===== src/rtl/stopwatch_controller.sv =====
// Stopwatch control FSM: debounces three keys, gates the tenths tick into the timer chain,
// and muxes live or lap-held digits to the display. Optional blink: `define STOPWATCH_BLINK_EN.
module stopwatch_controller #(
  parameter int DEBOUNCE_CYCLES = 500000,
  parameter int BLINK_TICKS     = 5
) (
  input  logic       CLOCK_50,
  input  logic       resetN,
  input  logic       keyStartStopN,
  input  logic       keyLapN,
  input  logic       keyClearN,
  input  logic       tenthTick,
  input  logic [3:0] curMinutes,
  input  logic [2:0] curSecondTens,
  input  logic [3:0] curSecondOnes,
  input  logic [3:0] curTenths,
  output logic       gatedTick,
  output logic       timerClear,
  output logic [3:0] dispMinutes,
  output logic [2:0] dispSecondTens,
  output logic [3:0] dispSecondOnes,
  output logic [3:0] dispTenths,
  output logic       dispBlank,
  output logic [2:0] state,
  output logic       expired,
  output logic       lapActive
);

  localparam logic [2:0] IDLE     = 3'd0;
  localparam logic [2:0] RUNNING  = 3'd1;
  localparam logic [2:0] LAP_HOLD = 3'd2;
  localparam logic [2:0] PAUSED   = 3'd3;
  localparam logic [2:0] EXPIRED  = 3'd4;

  localparam int              CNT_W    = (DEBOUNCE_CYCLES > 1) ? $clog2(DEBOUNCE_CYCLES) : 1;
  localparam logic [CNT_W-1:0] CNT_LAST = CNT_W'(DEBOUNCE_CYCLES - 1);

  // Key index: 0 = startStop, 1 = lap, 2 = clear.
  logic [2:0]       rawKeys;
  logic [2:0]       syncA, syncB, keyLevel, keyLevelQ;
  logic [CNT_W-1:0] debCnt [3];
  logic [2:0]       pressEv;

  assign rawKeys = {keyClearN, keyLapN, keyStartStopN};

  // NOTE: sequential state uses non-blocking (<=) so every flop samples pre-edge values.
  always_ff @(posedge CLOCK_50 or negedge resetN) begin
    if (!resetN) begin
      syncA     <= '1;
      syncB     <= '1;
      keyLevel  <= '1;
      keyLevelQ <= '1;
      // NOTE: small counter arrays are reset element by element; they are flops, not RAM.
      for (int k = 0; k < 3; k++) debCnt[k] <= '0;
    end else begin
      syncA     <= rawKeys;
      syncB     <= syncA;
      keyLevelQ <= keyLevel;
      for (int k = 0; k < 3; k++) begin
        if (syncB[k] == keyLevel[k]) begin
          debCnt[k] <= '0;
        end else if (debCnt[k] == CNT_LAST) begin
          keyLevel[k] <= syncB[k];
          debCnt[k]   <= '0;
        end else begin
          debCnt[k] <= debCnt[k] + 1'b1;
        end
      end
    end
  end

  assign pressEv = keyLevelQ & ~keyLevel;

  logic clearEv, startStopEv, lapEv, atMax, expireNow, latchLap;
  logic [2:0]  nextState;
  logic [14:0] holdDigits, curDigits;

  assign clearEv     = pressEv[2];
  assign startStopEv = pressEv[0] && !pressEv[2];
  assign lapEv       = pressEv[1] && !pressEv[0] && !pressEv[2];

  assign atMax = (curMinutes == 4'd9) && (curSecondTens == 3'd5) &&
                 (curSecondOnes == 4'd9) && (curTenths == 4'd9);
  assign expireNow = tenthTick && atMax;

  // NOTE: defaults at the top of always_comb keep every path assigned, so no latches.
  always_comb begin
    nextState = state;
    latchLap  = 1'b0;
    case (state)
      IDLE:     if (startStopEv) nextState = RUNNING;
      RUNNING: begin
        if (expireNow)        nextState = EXPIRED;
        else if (startStopEv) nextState = PAUSED;
        else if (lapEv) begin
          nextState = LAP_HOLD;
          latchLap  = 1'b1;
        end
      end
      LAP_HOLD: begin
        if (expireNow)        nextState = EXPIRED;
        else if (lapEv)       nextState = RUNNING;
        else if (startStopEv) nextState = PAUSED;
      end
      PAUSED: begin
        if (startStopEv)  nextState = RUNNING;
        else if (clearEv) nextState = IDLE;
      end
      EXPIRED:  if (clearEv) nextState = IDLE;
      default:  nextState = IDLE;
    endcase
  end

  assign curDigits = {curMinutes, curSecondTens, curSecondOnes, curTenths};

  always_ff @(posedge CLOCK_50 or negedge resetN) begin
    if (!resetN) begin
      state      <= IDLE;
      holdDigits <= '0;
    end else begin
      state <= nextState;
      if (latchLap) holdDigits <= curDigits;
    end
  end

  assign timerClear = (state == IDLE);
  assign expired    = (state == EXPIRED);
  assign lapActive  = (state == LAP_HOLD);
  assign gatedTick  = tenthTick && ((state == RUNNING) || (state == LAP_HOLD)) && !atMax;

  assign {dispMinutes, dispSecondTens, dispSecondOnes, dispTenths} =
      lapActive ? holdDigits : curDigits;

`ifdef STOPWATCH_BLINK_EN
  localparam int               BLINK_W    = (BLINK_TICKS > 1) ? $clog2(BLINK_TICKS) : 1;
  localparam logic [BLINK_W-1:0] BLINK_LAST = BLINK_W'(BLINK_TICKS - 1);

  logic [BLINK_W-1:0] blinkCnt;
  logic               blinkPhase;

  // Counts raw ticks, so the blink rate holds even while the timer itself is frozen.
  always_ff @(posedge CLOCK_50 or negedge resetN) begin
    if (!resetN) begin
      blinkCnt   <= '0;
      blinkPhase <= 1'b0;
    end else if (nextState != state) begin
      blinkCnt   <= '0;
      blinkPhase <= 1'b0;
    end else if (((state == PAUSED) || (state == EXPIRED)) && tenthTick) begin
      if (blinkCnt == BLINK_LAST) begin
        blinkCnt   <= '0;
        blinkPhase <= ~blinkPhase;
      end else begin
        blinkCnt <= blinkCnt + 1'b1;
      end
    end
  end

  assign dispBlank = blinkPhase;
`else
  assign dispBlank = 1'b0;
`endif

endmodule


===== config.mk =====
export PLATFORM = sky130hd
export DESIGN_NAME = stopwatch_controller
export DESIGN_NICKNAME = d
export VERILOG_FILES = /design/src/rtl/stopwatch_controller.sv
export SDC_FILE = /design/constraint.sdc
export NUM_CORES = 1
export LEC_CHECK = 0
export BUFFER_PORTS_ARGS = -buffer_cell sky130_fd_sc_hd__buf_2
export CORE_MARGIN = 5
export CORE_UTILIZATION = 45
export CTS_CLUSTER_DIAMETER = 150
export DETAILED_ROUTE_END_ITERATION = 12
export SLEW_MARGIN = 15
export SYNTH_ARGS = -nofsm -noshare
export SYNTH_HDL_FRONTEND = slang
export SYNTH_SLANG_ARGS = --single-unit

===== constraint.sdc =====
create_clock -name CLOCK_50 -period 2.6 [get_ports CLOCK_50]
set_clock_uncertainty 0.05 [all_clocks]
set_input_delay 0.13 -clock CLOCK_50 [delete_from_list [all_inputs] [get_ports CLOCK_50]]
set_output_delay 0.13 -clock CLOCK_50 [all_outputs]
set_load 0.005 [all_outputs]

==> impl_metrics.py, run 1 <==
metrics = {
    "sta": {
        "min_period_ns": 2.30,
        "grt_setup_unrepaired": "false",
        "min_period_over_period": 0.886,
        "slew_violations": 0,
        "setup_viol": 0,
        "fin_tns_setup_ns": 0,
        "max_freq_mhz": 434,
        "finalHoldViolCount": 0,
        "finalHoldWorstSlack_ns": 0.0213,
    },
    "global_route": {
        "grt_max_degree": 56,
        "grt_pass1_wl_um": 14600,
        "grt.overflow.total": 0,
        "antenna_found_initial": 0,
        "grt_usage": 0.157,
        "grt_pass1_vias": 3233,
    },
    "logic_synthesis": {
        "postSynthAreaPerCell_sq_um": 10.7,
        "syn_area_sq_mm": 0.00431,
        "synth-edff-count": 0,
        "synthArstFlopShare": 1.00,
        "synth_top_area_frac": 0.436,
        "synth_flop_cell": "dfrtp_1",
        "synth_nets": 425,
        "ys_seq_area_frac": 0.509,
        "ys_top_cells_by_area": "dfrtp_1, dfstp_2, mux2_2",
        "yosys_warnings": 0,
        "synth-seq-cells": 87,
        "netlist_instances": 401,
        "synth.distinct_cells": 48,
        "synth_top_area_cell": "dfrtp_1",
    },
    "floorplan": {
        "die_x_um": 108,
        "rows": 35,
        "start_util": 0.464,
        "fp.dieH_um": 108,
        "ioPinCount": 44,
        "die_area_sq_mm": 0.0116,
        "fp.coreArea_sq_mm": 0.00928,
    },
    "power_and_ir_drop": {
        "p_sw_mw": 0.552,
        "p_total_mw": 2.47,
        "clockPowerShare": 0.389,
        "p_per_area_mw_per_mm2": 488,
        "p_leak_nw": 2.18,
        "max-vdd-ir-drop_uv": 366,
        "pwr-share-seq": 0.561,
        "intPower_mw": 1.92,
        "comb_power_share": 0.050,
        "swShare": 0.223,
    },
    "placed_design": {
        "dp_hpwl_um": 5730,
        "place_inst": 569,
        "portBuffers": 42,
        "place.gp.congestion": 0.782,
    },
    "worst_setup_path": {
        "critPathLaunch": "curMinutes[1]",
        "critPathMaxStageDelay_ns": 0.58,
        "crit_path_max_fanout": 15,
        "cp_data_arrival_time_ns": 2.50,
        "path_delay_family": "simple AND/OR/NAND/NOR gates",
        "cp.depth": 7,
        "worstPathRequired_ns": 2.79,
        "crit_chain": "dlygate4sd3_1, buf_2, or4bb_1, nor4_4, nor4b_4, buf_4, mux2_4",
        "crit_path_start_kind": "primary input",
        "worstSetupPathType": "primary input to flop",
        "slowest_stage": "or4bb_1",
        "cp_num_buf_inv": 3,
        "cp-end-kind": "flop",
        "reg2reg_from": "debCnt[24]",
        "ff2ff_path_depth": 4,
    },
    "routing": {
        "wire_per_inst_um": 13.9,
        "drc": 0,
        "wl_um": 8380,
        "ant_nets": 0,
        "viasPerCell": 5.34,
        "drt_iter0_markers": 109,
        "vias": 3212,
        "dr.pass1.iters": 4,
    },
    "final_layout": {
        "final_cells": 602,
        "mostFrequentLayoutCells": "dfrtp_1, nor2_1, buf_2",
        "num_antenna_cells": 0,
        "nNetsFinal": 492,
        "layout_commonest_cell": "dfrtp_1",
        "area_growth_pct": 17.7,
        "drive_above_1_share": 0.243,
        "n_fill_cell": 847,
    },
    "clock_tree": {
        "clkTransAtPathRegs_ns": 0.08,
        "cts_buffer_depth": 2,
        "cts_resized": 0,
        "htree_levels": 3,
        "cts_num_sinks": 87,
        "postCtsSetupRepairBufs": 0,
        "cts_tree": "yes",
        "insertion_delay_ns": 0.36,
        "cts-root-buf": "clkbuf_8",
        "cts_buffers": 9,
    },
    "status": {
        "outcome": "complete, no violations",
    },
    "hold_path": {
        "hold_path_startpoint": "curTenths[2]",
        "hp-class": "primary input to flop",
        "worstHoldPathCells": 2,
    },
    "flow_run": {
        "max_cap_violations": 0,
    },
}
-- what timing repair did --
item,CTS,global route
hold buffers,17,0
setup endpoints to repair,0,0
endpoints found under the hold margin,48,0
-- registers in the layout (all words and copies together) (netlist names) --
| signal | count |
|---|---|
| debCnt | 57 |
| holdDigits | 15 |
| keyLevel | 3 |
| keyLevelQ | 3 |
| state | 3 |
| syncA | 3 |
| syncB | 3 |
-- worst register-to-register path, cell delays in order (launching register included) --
cell,delay (ns)
dfrtp_1,0.45
nand4_2,0.18
or4_1,0.64
or4_1,0.51
a21oi_1,0.17
-- stage by stage --
stage,instance area (sq um),util,setup WS (ns)
finish,5070,0.546,0.295
detailed placement,4700,0.506,0.530
global placement,4700,0.506,0.556
CTS,5070,0.546,0.354
floorplan,4310,-,0.540
global route,5070,0.546,0.252
-- routing by layer --
layer / wire length, um / global-route usage
met5: 0 / 0
met4: 123 / 0.0541
met3: 340 / 0.0402
met2: 4060 / 0.267
met1: 3850 / 0.192
-- Yosys cell counts, drive strengths merged (2+ instances only) --
| cell type | n |
|---|---|
| a211oi | 2 |
| a21oi | 18 |
| and2 | 2 |
| and3 | 2 |
| and4 | 6 |
| buf | 6 |
| clkbuf | 3 |
| dfrtp | 75 |
| dfstp | 12 |
| ha | 3 |
| inv | 14 |
| mux2 | 33 |
| nand2 | 23 |
| nand2b | 5 |
| nand3 | 18 |
| nand4 | 13 |
| nand4b | 2 |
| nor2 | 50 |
| nor2b | 2 |
| nor3 | 8 |
| nor4 | 10 |
| nor4b | 5 |
| o21ai | 11 |
| o31ai | 5 |
| or3 | 12 |
| or4 | 10 |
| or4bb | 2 |
| xnor2 | 23 |
| xor2 | 17 |
-- power by group through the flow --
| stage | Clock [mW] | Combinational, mW | Sequential, mW |
|---|---|---|---|
| 3_5_place_dp | 0 | 0.107 | 1.41 |
| 2_1_floorplan | 0 | 0.0424 | 1.41 |
| 6_report | 0.962 | 0.123 | 1.39 |
| 4_1_cts | 1.00 | 0.127 | 1.39 |
| 3_3_place_gp | 0 | 0.105 | 1.41 |
| 5_1_grt | 1.05 | 0.142 | 1.39 |
-- cell families (layout without fill, tap and decap cells) --
group,count (synthesis),after routing,synth area share
mux,33,33,0.0950
flops,87,87,0.509
compound gates,41,41,0.0564
simple gates,173,173,0.225
fa+ha+maj,3,3,0.00872
buf+inv,23,95,0.0238
xor+xnor,40,40,0.0813
other cells,1,1,0.000871
-- path summary, 6_finish.rpt --
kind | slack (ns) | to
max | 0.30 | holdDigits[10]
min | 0.02 | holdDigits[2]
max reg2reg | 0.54 | debCnt[36]
min reg2reg | 0.30 | syncB[1]
max in group asynchronous | 1.62 | syncA[0]
min in group asynchronous | 0.20 | holdDigits[9]
-- final cells by class --
cell class	count	area [sq um]	share of cell area
sequential	87	2190	0.432
clock inverter	3	42.5	0.00839
clock buffer	13	159	0.0314
tap	129	161	0.0318
timing repair buffer	65	440	0.0869
inverter	14	52.6	0.0104
multi-input combinational	291	2020	0.399
Power figures use the tool's default switching activity.
==> run 2: changes to the inputs <==
CORE_UTILIZATION = 38   (was 45)
==> impl_metrics.py, run 2 (synthesis results as in run 1) <==
metrics = {
    "status": {
        "outcome": "complete, no violations",
    },
    "floorplan": {
        "ioPinCount": 44,
        "die_x_um": 116,
        "die_area_sq_mm": 0.0136,
        "fp.dieH_um": 116,
        "start_util": 0.392,
        "fp.coreArea_sq_mm": 0.0110,
        "rows": 38,
    },
    "power_and_ir_drop": {
        "p_per_area_mw_per_mm2": 547,
        "max-vdd-ir-drop_uv": 287,
        "p_leak_nw": 2.21,
        "p_total_mw": 2.80,
    },
    "sta": {
        "finalHoldViolCount": 0,
        "tightestPinTransition_ns": 0.626,
        "relSlewSlack": 0.583,
        "min_period_over_period": 0.890,
        "min_period_ns": 2.31,
        "setup_viol": 0,
        "slew_violations": 0,
        "max_freq_mhz": 432,
        "fin_tns_setup_ns": 0,
        "grt_setup_unrepaired": "false",
    },
    "final_layout": {
        "layout_commonest_cell": "dfrtp_1",
        "mostFrequentLayoutCells": "dfrtp_1, nor2_1, buf_2",
        "final_core_util": 0.467,
        "area_growth_pct": 19.1,
        "reg_top3": "debCnt x57, holdDigits x15",
        "largest_register_ffs": 57,
        "num_antenna_cells": 0,
        "largest-register": "debCnt",
        "n_fill_cell": 1051,
        "drive_above_1_share": 0.253,
        "nNetsFinal": 486,
    },
    "clock_tree": {
        "insertion_delay_ns": 0.33,
        "cts_num_sinks": 87,
        "cts-root-buf": "clkbuf_16",
        "htree_levels": 3,
        "cts_buffers": 9,
        "clkTransAtPathRegs_ns": 0.06,
        "cts_buffer_depth": 2,
        "cts_tree": "yes",
    },
    "routing": {
        "wire_per_inst_um": 14.0,
        "dr.pass1.iters": 4,
        "ant_nets": 0,
        "viasPerCell": 5.20,
        "drt_iter0_markers": 137,
        "vias": 3157,
        "wl_um": 8500,
        "drc": 0,
    },
    "placed_design": {
        "dp_hpwl_um": 5980,
        "place.gp.congestion": 0.765,
        "portBuffers": 42,
    },
    "worst_setup_path": {
        "slowest_stage": "dfrtp_1",
        "path_delay_family": "simple AND/OR/NAND/NOR gates",
        "cp_data_arrival_time_ns": 2.13,
        "cp-end-kind": "primary output",
        "worstSetupPathType": "flop to primary output",
        "reg2reg_slack_ns": 0.51,
        "crit_path_max_fanout": 12,
        "cp_num_buf_inv": 2,
        "worstPathRequired_ns": 2.42,
        "critPathMaxStageDelay_ns": 0.46,
        "crit_path_start_kind": "flop",
        "crit_chain": "nand2b_1, nor2_1, buf_4, mux2_2, buf_2",
    },
    "global_route": {
        "grtUsageMet3": 0.0332,
        "grt_max_degree": 50,
        "grt_pass1_wl_um": 14900,
        "met1_usage": 0.172,
        "met2_usage": 0.229,
        "antenna_found_initial": 0,
        "grt.overflow.total": 0,
        "top_usage_layer": "met2",
        "grt_usage": 0.136,
        "grt_pass1_vias": 3240,
    },
    "flow_run": {
        "max_cap_violations": 0,
    },
    "hold_path": {
        "hp-class": "primary input to flop",
    },
}
-- run 2: changes by cell type in the layout (fill, tap and decap cells not counted), sizes merged --
| cell | previous run | this run |
|---|---|---|
| clkbuf | 13 | 11 |
| dlygate4sd3 | 17 | 10 |
| clkinv | 1 | 3 |
| buf | 48 | 49 |
-- run 2: layer usage --
layer / wire, um / vias to the layer above
met2: 4150 / 38
met4: 136 / 0
met5: 0 / -
met3: 325 / 14
met1: 3890 / 1547
li1: - / 1558
-- run 2: path summary, 6_finish.rpt --
check / start / to / cells after the start
max in group asynchronous: resetN / syncB[2] / 3
min in group asynchronous: resetN / debCnt[22] / 2
min: curSecondTens[2] / holdDigits[10] / 2
max reg2reg: debCnt[24] / debCnt[36] / 4
max: state[0] / dispTenths[0] / 5
min reg2reg: syncA[1] / syncB[1] / 0
-- run 2: timing repair --
| item | in CTS | in global routing |
|---|---|---|
| hold endpoints to repair | 52 | 0 |
| resized for setup | 0 | 0 |
| hold buffers | 10 | 0 |
| buffers inserted | 0 | 0 |
-- run 2: per-stage QoR --
step	hold slack (ns)	worst slack (ns)	instance area, sq um	instances
floorplan	-0.216	0.540	4310	401
global placement	0.145	0.563	4720	581
detailed placement	0.150	0.543	4720	581
CTS	0.0000518	0.259	5130	607
global route	0.00814	0.168	5130	607
finish	0.00745	0.287	5130	607
-- run 2: area by class of cell --
type / instances / area [sq um] / share of cell area
clock inverters: 5 / 56.3 / 0.0110
inverters: 14 / 52.6 / 0.0102
multi-input cells: 291 / 2020 / 0.394
clock buffers: 11 / 253 / 0.0493
repair buffers: 59 / 378 / 0.0737
flip-flops and latches: 87 / 2190 / 0.428
well taps: 140 / 175 / 0.0342
-- run 2: where the power goes --
group	switching, mW	internal (mW)
Combinational	0.0701	0.0452
Clock	0.505	0.794
Sequential	0.0150	1.37
==> run 3: changes to the inputs <==
CORE_UTILIZATION = 30   (was 38)
CTS_BUF_LIST = sky130_fd_sc_hd__clkbuf_4   (was default)
clock period = 2 ns   (was 2.6 ns; I/O delays follow)
==> impl_metrics.py, run 3 (synthesis results as in run 1) <==
metrics = {
    "status": {
        "outcome": "complete, no violations",
    },
    "routing": {
        "dr.pass1.iters": 4,
        "drc": 0,
        "ant_nets": 0,
        "drt_iter0_markers": 119,
        "vias": 3313,
        "wire_per_inst_um": 13.2,
        "wl_um": 9150,
        "viasPerCell": 4.79,
    },
    "sta": {
        "setup_viol": 0,
        "max_freq_mhz": 516,
        "min_period_over_period": 0.970,
        "worst_slack_ns": 0.0606,
        "tightestPinTransition_ns": 0.552,
        "finalHoldViolCount": 0,
        "slew_violations": 0,
        "relSlewSlack": 0.628,
        "fin_tns_setup_ns": 0,
        "min_period_ns": 1.94,
        "grt_setup_unrepaired": "true",
    },
    "final_layout": {
        "largest-register": "debCnt",
        "nNetsFinal": 531,
        "num_antenna_cells": 0,
        "drive_above_1_share": 0.326,
        "area_growth_pct": 26.5,
        "reg_top3": "debCnt x57, holdDigits x15",
        "mostFrequentLayoutCells": "dfrtp_1, nor2_1, buf_2, buf_4",
        "layout_commonest_cell": "dfrtp_1",
        "largest_register_ffs": 57,
        "final_cells": 692,
    },
    "power_and_ir_drop": {
        "p_per_area_mw_per_mm2": 549,
        "clockPowerShare": 0.337,
        "p_sw_mw": 0.724,
        "max-vdd-ir-drop_uv": 429,
        "p_total_mw": 2.99,
        "p_leak_nw": 2.36,
        "pwr-share-seq": 0.602,
        "swShare": 0.242,
        "intPower_mw": 2.27,
        "comb_power_share": 0.061,
    },
    "global_route": {
        "grt_usage": 0.109,
        "grt_pass1_wl_um": 15100,
        "antenna_found_initial": 0,
        "grt_max_degree": 47,
        "grt.overflow.total": 0,
        "grt_pass1_vias": 3294,
    },
    "worst_setup_path": {
        "cp.depth": 5,
        "crit_chain": "nand2b_4, nor2_4, buf_6, mux2_2, buf_2",
        "critPathLaunch": "state[0]",
        "reg2reg_from": "debCnt[19]",
        "crit_path_start_kind": "flop",
        "path_delay_family": "flip-flops",
        "worstSetupPathType": "flop to primary output",
        "worstPathRequired_ns": 1.85,
        "cp_num_buf_inv": 2,
        "crit_path_end": "dispSecondTens[0]",
        "worst_r2r_endpoint": "debCnt[36]",
        "cp_data_arrival_time_ns": 1.79,
        "cp-end-kind": "primary output",
        "ff2ff_path_depth": 5,
        "critPathMaxStageDelay_ns": 0.44,
        "slowest_stage": "dfrtp_2",
        "crit_path_max_fanout": 6,
        "reg2reg_slack_ns": 0.06,
    },
    "clock_tree": {
        "cts_buffers": 9,
        "htree_levels": 3,
        "clkTransAtPathRegs_ns": 0.14,
        "cts_num_sinks": 87,
        "cts_buffer_depth": 2,
        "insertion_delay_ns": 0.43,
        "cts_tree": "yes",
        "cts-root-buf": "clkbuf_4",
    },
    "flow_run": {
        "max_cap_violations": 0,
    },
    "floorplan": {
        "fp.coreArea_sq_mm": 0.0140,
        "rows": 43,
        "die_x_um": 130,
        "start_util": 0.308,
        "ioPinCount": 44,
        "fp.dieH_um": 130,
        "die_area_sq_mm": 0.0169,
    },
    "placed_design": {
        "pre_cts_slack_ns": 0.0421,
        "place_inst": 648,
        "dp_hpwl_um": 6490,
        "portBuffers": 42,
        "place.gp.congestion": 0.814,
    },
    "hold_path": {
        "hp-class": "primary input to asynchronous set/reset pin",
    },
}
## run 3: cell count changes in the layout (fill, tap and decap cells not counted), moves of 2 or more
cell | previous run | this run
buf_4 | 7 | 41
clkbuf_4 | 0 | 10
clkbuf_16 | 9 | 0
dlygate4sd3_1 | 10 | 19
mux2_2 | 23 | 20
mux2_4 | 10 | 13
or4_1 | 10 | 7
or4_4 | 0 | 3
buf_6 | 0 | 2
clkbuf_8 | 2 | 0
dfrtp_1 | 75 | 73
dfrtp_2 | 0 | 2
## run 3: worst reg2reg max path, stage by stage, from the launching register on
cell and delay, ns:
dfrtp_1 0.42, buf_4 0.13, nand2_1 0.07, or4_4 0.57, or4_1 0.48, a21oi_1 0.16
## run 3: metrics by stage
step	area (sq um)	util	hold WS (ns)
after detailed placement	4970	0.355	0.0878
after floorplan	4320	-	-0.246
after global placement	4970	0.355	0.0824
final	5450	0.389	0.123
after CTS	5350	0.382	0.118
after global routing	5450	0.389	0.166
## run 3: worst min-delay path by stage
stage | slack (ns) | to | from
after CTS | 0.12 | debCnt[22] | resetN
after global routing | 0.17 | debCnt[22] | resetN
after floorplan | -0.25 | debCnt[0] | resetN
after detailed placement | 0.09 | debCnt[23] | resetN
final | 0.12 | debCnt[22] | resetN
after global placement | 0.08 | debCnt[21] | resetN
## run 3: area by class of cell
cell class,instances,area (sq um)
Timing Repair Buffer,104,746
Clock inverter,6,68.8
Inverter,14,52.6
Fill cell,1403,8540
Sequential cell,87,2190
Tap cell,180,225
Clock buffer,10,75.1
Multi-Input combinational cell,291,2090
## run 3: repair_timing
item                                   CTS  global route
buffers inserted                         1             7
pin swaps                                1             3
endpoints found under the hold margin   61             0
hold buffers                            19             0
gates cloned                             1             0
setup endpoints to repair               18            46
gates resized for setup                  7            13
## run 3: layer usage
metal / GRT usage / up-vias / wire (um)
li1: - / 1644 / -
met1: 0.142 / 1622 / 4280
met2: 0.182 / 38 / 4480
met3: 0.0303 / 9 / 296
met4: 0.0263 / 0 / 93
met5: 0 / - / 0
## run 3: power groups by stage
stage / registers (mW) / logic, mW / clock network, mW
2_1_floorplan: 1.83 / 0.0551 / 0
3_3_place_gp: 1.83 / 0.144 / 0
3_5_place_dp: 1.84 / 0.148 / 0
4_1_cts: 1.80 / 0.178 / 1.06
5_1_grt: 1.81 / 0.207 / 1.13
6_report: 1.80 / 0.183 / 1.01
